File: src/rtl/tdm_mux_sequencer_if.sv
// Channel-word handshake between a word producer and the TDM mux sequencer.
// The producer drives data/valid; the sequencer answers with ready.
interface tdm_mux_sequencer_if;
    logic [3:0] in_data;
    logic       in_valid;
    logic       in_ready;

    modport master (
        output in_data,
        output in_valid,
        input  in_ready
    );

    modport slave (
        input  in_data,
        input  in_valid,
        output in_ready
    );
endinterface

File: src/rtl/tdm_mux_sequencer.sv
// Control stage for a 4:1 enable-gated mux: frames one buffered 4-bit word
// per frame, stepping select through slots 0..3, SLOT_CYCLES clocks each.
module tdm_mux_sequencer #(
    parameter  int SLOT_CYCLES = 4,
    localparam int CNT_W = (SLOT_CYCLES > 1) ? $clog2(SLOT_CYCLES) : 1
) (
    input  logic                  clk,
    input  logic                  rst,
    input  logic                  run,
    tdm_mux_sequencer_if.slave    bus,
    output logic [3:0]            d,
    output logic                  e,
    output logic [1:0]            s,
    output logic                  frame_start,
    output logic                  busy,
    output logic                  underrun
);

    typedef enum logic {
        IDLE,
        RUN
    } state_t;

    localparam logic [CNT_W-1:0] TERM = CNT_W'(SLOT_CYCLES - 1);

    state_t           state_q, state_d;
    logic [3:0]       buf_q, buf_d;
    logic             full_q, full_d;
    logic [3:0]       act_q, act_d;
    logic [1:0]       slot_q, slot_d;
    logic [CNT_W-1:0] cnt_q, cnt_d;
    logic             fs_q, fs_d;
    logic             ur_q, ur_d;

    logic hs;
    logic term;
    logic fend;
    logic load;

    assign bus.in_ready = !rst && !full_q;

    assign hs   = bus.in_valid && bus.in_ready;
    assign term = (cnt_q == TERM);
    assign fend = (state_q == RUN) && (slot_q == 2'd3) && term;
    assign load = full_q && run && ((state_q == IDLE) || fend);

    always_comb begin
        state_d = state_q;
        buf_d   = buf_q;
        full_d  = full_q;
        act_d   = act_q;
        slot_d  = slot_q;
        cnt_d   = cnt_q;
        fs_d    = 1'b0;
        ur_d    = 1'b0;

        unique case (state_q)
            IDLE: begin
                slot_d = 2'd0;
                cnt_d  = '0;
            end
            RUN: begin
                if (term) begin
                    cnt_d  = '0;
                    slot_d = slot_q + 2'd1;
                end else begin
                    cnt_d = cnt_q + CNT_W'(1);
                end
                // No word to chain: drop back to idle after slot 3.
                if (fend && !load) begin
                    state_d = IDLE;
                    ur_d    = run;
                end
            end
            default: state_d = IDLE;
        endcase

        if (load) begin
            state_d = RUN;
            act_d   = buf_q;
            full_d  = 1'b0;
            slot_d  = 2'd0;
            cnt_d   = '0;
            fs_d    = 1'b1;
        end

        if (hs) begin
            buf_d  = bus.in_data;
            full_d = 1'b1;
        end
    end

    always_ff @(posedge clk) begin
        if (rst) begin
            state_q <= IDLE;
            buf_q   <= 4'd0;
            full_q  <= 1'b0;
            act_q   <= 4'd0;
            slot_q  <= 2'd0;
            cnt_q   <= '0;
            fs_q    <= 1'b0;
            ur_q    <= 1'b0;
        end else begin
            state_q <= state_d;
            buf_q   <= buf_d;
            full_q  <= full_d;
            act_q   <= act_d;
            slot_q  <= slot_d;
            cnt_q   <= cnt_d;
            fs_q    <= fs_d;
            ur_q    <= ur_d;
        end
    end

    assign d           = act_q;
    assign e           = (state_q == RUN);
    assign s           = slot_q;
    assign frame_start = fs_q;
    assign busy        = (state_q == RUN);
    assign underrun    = ur_q;

endmodule

File: src/flat_wrapper.sv
// flat-port wrapper written by rule: the top's interface ports become plain ports
module tdm_mux_sequencer_flat 
#(
    parameter  int SLOT_CYCLES = 4,
    localparam int CNT_W = (SLOT_CYCLES > 1) ? $clog2(SLOT_CYCLES) : 1
)
  (clk, rst, run, d, e, s, frame_start, busy, underrun, bus_in_data, bus_in_valid, bus_in_ready);
  tdm_mux_sequencer_if bus_i ();
  input  logic clk;
  input  logic rst;
  input  logic run;
  output logic [3:0] d;
  output logic e;
  output logic [1:0] s;
  output logic frame_start;
  output logic busy;
  output logic underrun;
  input wire logic [$bits(bus_i.in_data)-1:0] bus_in_data;
  input wire logic [$bits(bus_i.in_valid)-1:0] bus_in_valid;
  output wire logic [$bits(bus_i.in_ready)-1:0] bus_in_ready;
  assign bus_i.in_data = bus_in_data;
  assign bus_i.in_valid = bus_in_valid;
  assign bus_in_ready = bus_i.in_ready;
  tdm_mux_sequencer #(.SLOT_CYCLES(SLOT_CYCLES)) u_core (.clk(clk), .rst(rst), .run(run), .bus(bus_i), .d(d), .e(e), .s(s), .frame_start(frame_start), .busy(busy), .underrun(underrun));
endmodule
File: config.mk
export PLATFORM = sky130hd
export DESIGN_NAME = tdm_mux_sequencer_flat
export DESIGN_NICKNAME = d
export VERILOG_FILES = /design/src/rtl/tdm_mux_sequencer_if.sv /design/src/rtl/tdm_mux_sequencer.sv /design/src/flat_wrapper.sv
export SDC_FILE = /design/constraint.sdc
export NUM_CORES = 1
export LEC_CHECK = 0
export CAP_MARGIN = 25
export CORE_MARGIN = 8
export CORE_UTILIZATION = 45
export CTS_BUF_LIST = sky130_fd_sc_hd__clkbuf_2 sky130_fd_sc_hd__clkbuf_4 sky130_fd_sc_hd__clkbuf_8
export DETAILED_ROUTE_END_ITERATION = 8
export PLACE_DENSITY = 0.78
export SYNTH_ARGS = -nofsm -noshare
export SYNTH_HDL_FRONTEND = slang
export SYNTH_SLANG_ARGS = --single-unit
File: constraint.sdc
create_clock -name clk -period 2.1 [get_ports clk]
set_clock_uncertainty 0.2 [all_clocks]
set_input_delay 0.525 -clock clk [delete_from_list [all_inputs] [get_ports clk]]
set_output_delay 0.525 -clock clk [all_outputs]
set_load 0.03 [all_outputs]
**Yosys cells after proc, flatten, opt, wreduce, memory -nomap -nowiden**

Cells that the tools add are included.

- Register bits: 16
- Bits in latches: 0
- RAM bits: 0
- Memory bits (read-only): 0
- Bits of input ports: 8
- Output and inout bits: 11
- Word-level logic and storage cells: 39
- Memories kept: 0

- Add/sub/neg operators: 2
- Multiply operators: 0
- Div/mod/pow operators: 0
- Magnitude comparators: 0
- Equality and inequality tests: 3
- Shift operators: 0
- Multiplexer cells: 10
- Bitwise logic cells: 2
- Reductions and logical operators: 14

Operators by type and width:

| cell | count |
|---|---|
| 2-bit one-hot mux with 2 select lines | 2 |
| 1-bit logical AND | 7 |
| 1-bit two-way mux | 6 |
| 2-bit by 1-bit adder with 2-bit output (second input constant) | 2 |
| 2-bit equality test (second input constant) | 2 |
| 2-bit two-way mux | 2 |
| 1-bit zero test | 3 |
| 3-bit OR reduction | 1 |
| 2-bit inequality test (second input constant) | 1 |
| 1-bit NOT | 2 |
| 2-bit nonzero test | 1 |
| 2-bit OR reduction | 1 |
| 1-bit logical OR | 1 |

**Depth between registers and ports, before layout**

- Word-level depth: 10
- Gate-level depth with buffers: 4
- Depth with buffers taken out: 4

**Worst setup path after synthesis**

Ideal clock, no wire load.

- Path type: input port to output port
- From: input port rst
- To: output port bus_in_ready
- Arrival time: 1146 ps
- Required time: 1375 ps
- Path slack: 229 ps
- Cell stages on the path: 2
- Path buffers: 1
- Path through: buf_2 -> nor2_1

- Cells in the longest elaborated chain, start to end: 2

RTL lines:

| what | line | text |
|---|---|---|
| start: declaration | flat_wrapper.sv:10 | `input logic rst;` |
| 1-bit zero test | tdm_mux_sequencer.sv:40 | `assign bus.in_ready = !rst && !full_q;` |
| 1-bit logical AND | tdm_mux_sequencer.sv:40 |  |
| end: declaration | flat_wrapper.sv:20 | `output wire logic [$bits(bus_i.in_ready)-1:0] bus_in_ready;` |

Every way passes these cells.

**Final worst setup path**

- From: register u_core.act_q[0], in the netlist u_core.d[0]
- To: output port d[0]

RTL lines:

| what | line | text |
|---|---|---|
| start: declaration | tdm_mux_sequencer.sv:29 | `logic [3:0] act_q, act_d;` |
| start signal: assignment | tdm_mux_sequencer.sv:107 | `act_q <= act_d;` |
| end: declaration | flat_wrapper.sv:12 | `output logic [3:0] d;` |

No word-level cell between the ends.

==> reports/results.tsv <==
stage	metric	value	unit
status	status	finished, final reports clean	
finish	Final #Nets	82	
sta	Final setup viols	0	
placed_design	Placer Congestion	0.6723	
finish	ratio of cells with drive above 1 in the final layout	21.13	%
clock_network	Clock Sink Count	16	
floorplanning	IO Count	19	
global_route	initial antenna violation count	0	
setup_path	Setup crit start kind	register	
flow_run	MaxCap Viol Count	0	
logic_synthesis	top-count cell post-synth	dfxtp_1	
power_and_ir_drop	Power Dens Cells	717.8	nW/um2
routing	DRT antenna net count	0	
sta	Max Slew Vio Count	0	
sta	Hold Vio Cnt, Final	0	
global_route	gr usage total	8.599	%
logic_synthesis	mux share of post-synthesis cell area	8.471	%
sta	Hold Worst Slack	234.1	ps
global_route	vias in the first global route	376	
setup_path	Buf/Inv on CP	1	
clock_network	TritonCTS buffer count	3	
sta	RSZ-0062 raised after global routing	no	
logic_synthesis	compound-gate portion of the synthesized area	14.67	%
setup_path	CP max stage delay	670	ps
finish	diodes inserted	0	
setup_path	kind of cell adding the most delay to the critical path	buffers and inverters	
logic_synthesis	FF+latch count, synth	16	
floorplanning	die area	2776	um2
placed_design	Buffers on Ports	18	
logic_synthesis	top cells by area, synth	dfxtp_1 (53%), mux2i_1 (6.6%), a22o_1 (4.3%)	
sta	final setup margin	77.59	ps
logic_synthesis	syn avg cell area	12.36	um2
clock_network	CTS tree	built	
min_path	min-delay worst type	register to register	
sta	Rel. slew slack	78.42	%
clock_network	Max Buffers Root-to-Sink	2	
sta	min Tclk post-route	2022	ps
logic_synthesis	xor/xnor cell area share of the yosys netlist	1.446	%
logic_synthesis	Post-Syn Area	605.6	um2
clock_network	hold-fix buffers at CTS	0	
setup_path	crit path cell chain	clkdlybuf4s50_1	
power_and_ir_drop	Max VDD drop	0.0006207	V
clock_network	clock slew seen by the registers of the worst setup and hold paths	90	ps
clock_network	clock root buffer	clkbuf_4	
sta	Final Cycle Share	96.31	%
logic_synthesis	synth unique cells	20	
setup_path	WP data arrival	1300	ps
setup_path	kind of critical path	register to primary output	
placed_design	DP Cell Count	82	
logic_synthesis	Adder-Cell Fraction of Synth Area	4.132	%
clock_network	Clock Latency Late Sink	280	ps
setup_path	critical path's slowest cell	clkdlybuf4s50_1	
global_route	first-pass GRT wire length	1738	um
logic_synthesis	Synth Area in Simple Gates	15.50	%
finish	layout overhead on the synthesized area	40.91	%
floorplanning	# rows	13	
logic_synthesis	leading register cell type out of synthesis	dfxtp_1	
setup_path	crit-path max FO	2	
routing	drt first-iter violations	4	
sta	TNS Setup	0	ps
floorplanning	Starting Density	47.13	%
global_route	largest net degree at the start of global routing	10	
routing	DRC errors left	0	
logic_synthesis	commonest cells in the netlist	dfxtp_1 (16), nor2_1 (5), and3_1 (4), mux2i_1 (4), a22o_1 (3)	
setup_path	reg2reg setup slack	540	ps
routing	Wirelength per Cell	12.41	um
routing	drt first pass iters	4	
logic_synthesis	sequential area share after synthesis	52.89	%
sta	worst-margin pin slew	323.2	ps
placed_design	HPWL after DPL	875.1	um
clock_network	htree depth	1	
setup_path	Critical Path RT	1370	ps
logic_synthesis	Post-synth EDFFs	0	
power_and_ir_drop	static leakage	0.4340	nW
setup_path	Critical Path End Type	primary output	
global_route	total gr overflow	0	
logic_synthesis	Mapped Nets	59	
floorplanning	Die W	52.69	um
sta	max frequency	494.5	MHz
routing	final WL	1067	um
logic_synthesis	Async SR Flop Fraction	0	%
floorplanning	Core ar.	1285	um2
logic_synthesis	synthesized instance count	49	
finish	fin cells	86	
logic_synthesis	main combinational cell family by area after synthesis	simple AND/OR/NAND/NOR gates	
routing	DR vias/cell	4.884	
logic_synthesis	yosys warns	0	
logic_synthesis	top-area cell type share of the netlist area	52.89	%
placed_design	Placement Setup Slack	86.39	ps
routing	Vias	420	
logic_synthesis	area leader, netlist	dfxtp_1	
floorplanning	Die Y-Extent	52.69	um
-- registers in the layout, summed over array words and instances (netlist names) --
| register | cells |
|---|---|
| u_core.s | 2 |
| u_core.frame_start | 1 |
| u_core.busy | 1 |
| u_core.buf_q | 4 |
| u_core.cnt_q | 2 |
| u_core.underrun | 1 |
| u_core.d | 4 |
| u_core.full_q | 1 |
-- what timing repair did --
item	CTS	global route
endpoints found under the setup margin	0	4
gates resized for setup	0	4
buffers inserted	0	0
-- through the flow --
step	area, um2	utilization [%]	total power, mW
floorplan	605.6	-	0.3871
global placement	807.0	62.80	0.4236
detailed placement	807.0	62.80	0.4248
CTS	843.3	65.63	0.6219
global route	853.3	66.41	0.6425
finish	853.3	66.41	0.6125
-- cells in the final DEF (no fill, tap or decap) --
cell | synthesis | layout
buf_4 | 1 | 4
mux2i_1 | 4 | 4
a21bo_4 | 1 | 1
clkdlybuf4s50_1 | 0 | 13
and3_1 | 4 | 4
a22o_1 | 3 | 3
nor4b_1 | 1 | 1
nor2_1 | 5 | 5
dfxtp_1 | 16 | 16
ha_1 | 2 | 2
mux2_2 | 1 | 1
a31oi_4 | 1 | 1
and4bb_2 | 1 | 1
clkbuf_4 | 0 | 3
a21oi_1 | 1 | 1
clkbuf_8 | 0 | 1
nor3b_4 | 1 | 1
dlymetal6s2s_1 | 0 | 4
nor2b_1 | 1 | 1
a22o_2 | 2 | 2
xor2_1 | 1 | 1
nand2_1 | 1 | 1
-- cells by family after synthesis --
| group | count (synthesis) |
|---|---|
| flip-flops | 16 |
| AND/OR/NAND/NOR | 14 |
| AO/OA/AOI/OAI | 8 |
| multiplexers | 5 |
| buffers and inverters | 3 |
| adder cells (fa/ha/maj) | 2 |
| XOR/XNOR | 1 |
-- worst paths after layout --
check | start | endpoint | cells past startpoint
max | u_core.d[0] | d[0] | 1
min | u_core.cnt_q[0] | u_core.cnt_q[0] | 1
min reg2reg | u_core.cnt_q[0] | u_core.cnt_q[0] | 1
max reg2reg | u_core.cnt_q[0] | u_core.underrun | 4
-- worst reg2reg max path: stages (launching register included) --
cell,delay (ps)
dfxtp_1,320
ha_1,280
a21bo_4,250
a31oi_4,260
and3_1,190
-- power breakdown --
part	internal [mW]	leakage, nW	switching, mW
clock network	0.106	0.0210	0.0914
logic	0.0472	0.283	0.0424
registers	0.316	0.130	0.00967
-- area by class of cell --
class,count,area (um2)
Tap cell,15,18.77
Multi-Input combinational cell,30,267.8
Clock buffer,4,36.28
Timing Repair Buffer,21,210.2
Sequential cell,16,320.3
Fill cell,104,431.7
-- metal layers --
metal | track usage, % | up-vias | wire length, um
met3 | 4.830 | 2 | 89
met5 | 0 | - | 0
li1 | - | 219 | -
met4 | 5.172 | 0 | 19
met1 | 10.52 | 186 | 508
met2 | 11.26 | 13 | 450
Note: power is estimated with default switching activity, not from simulation.
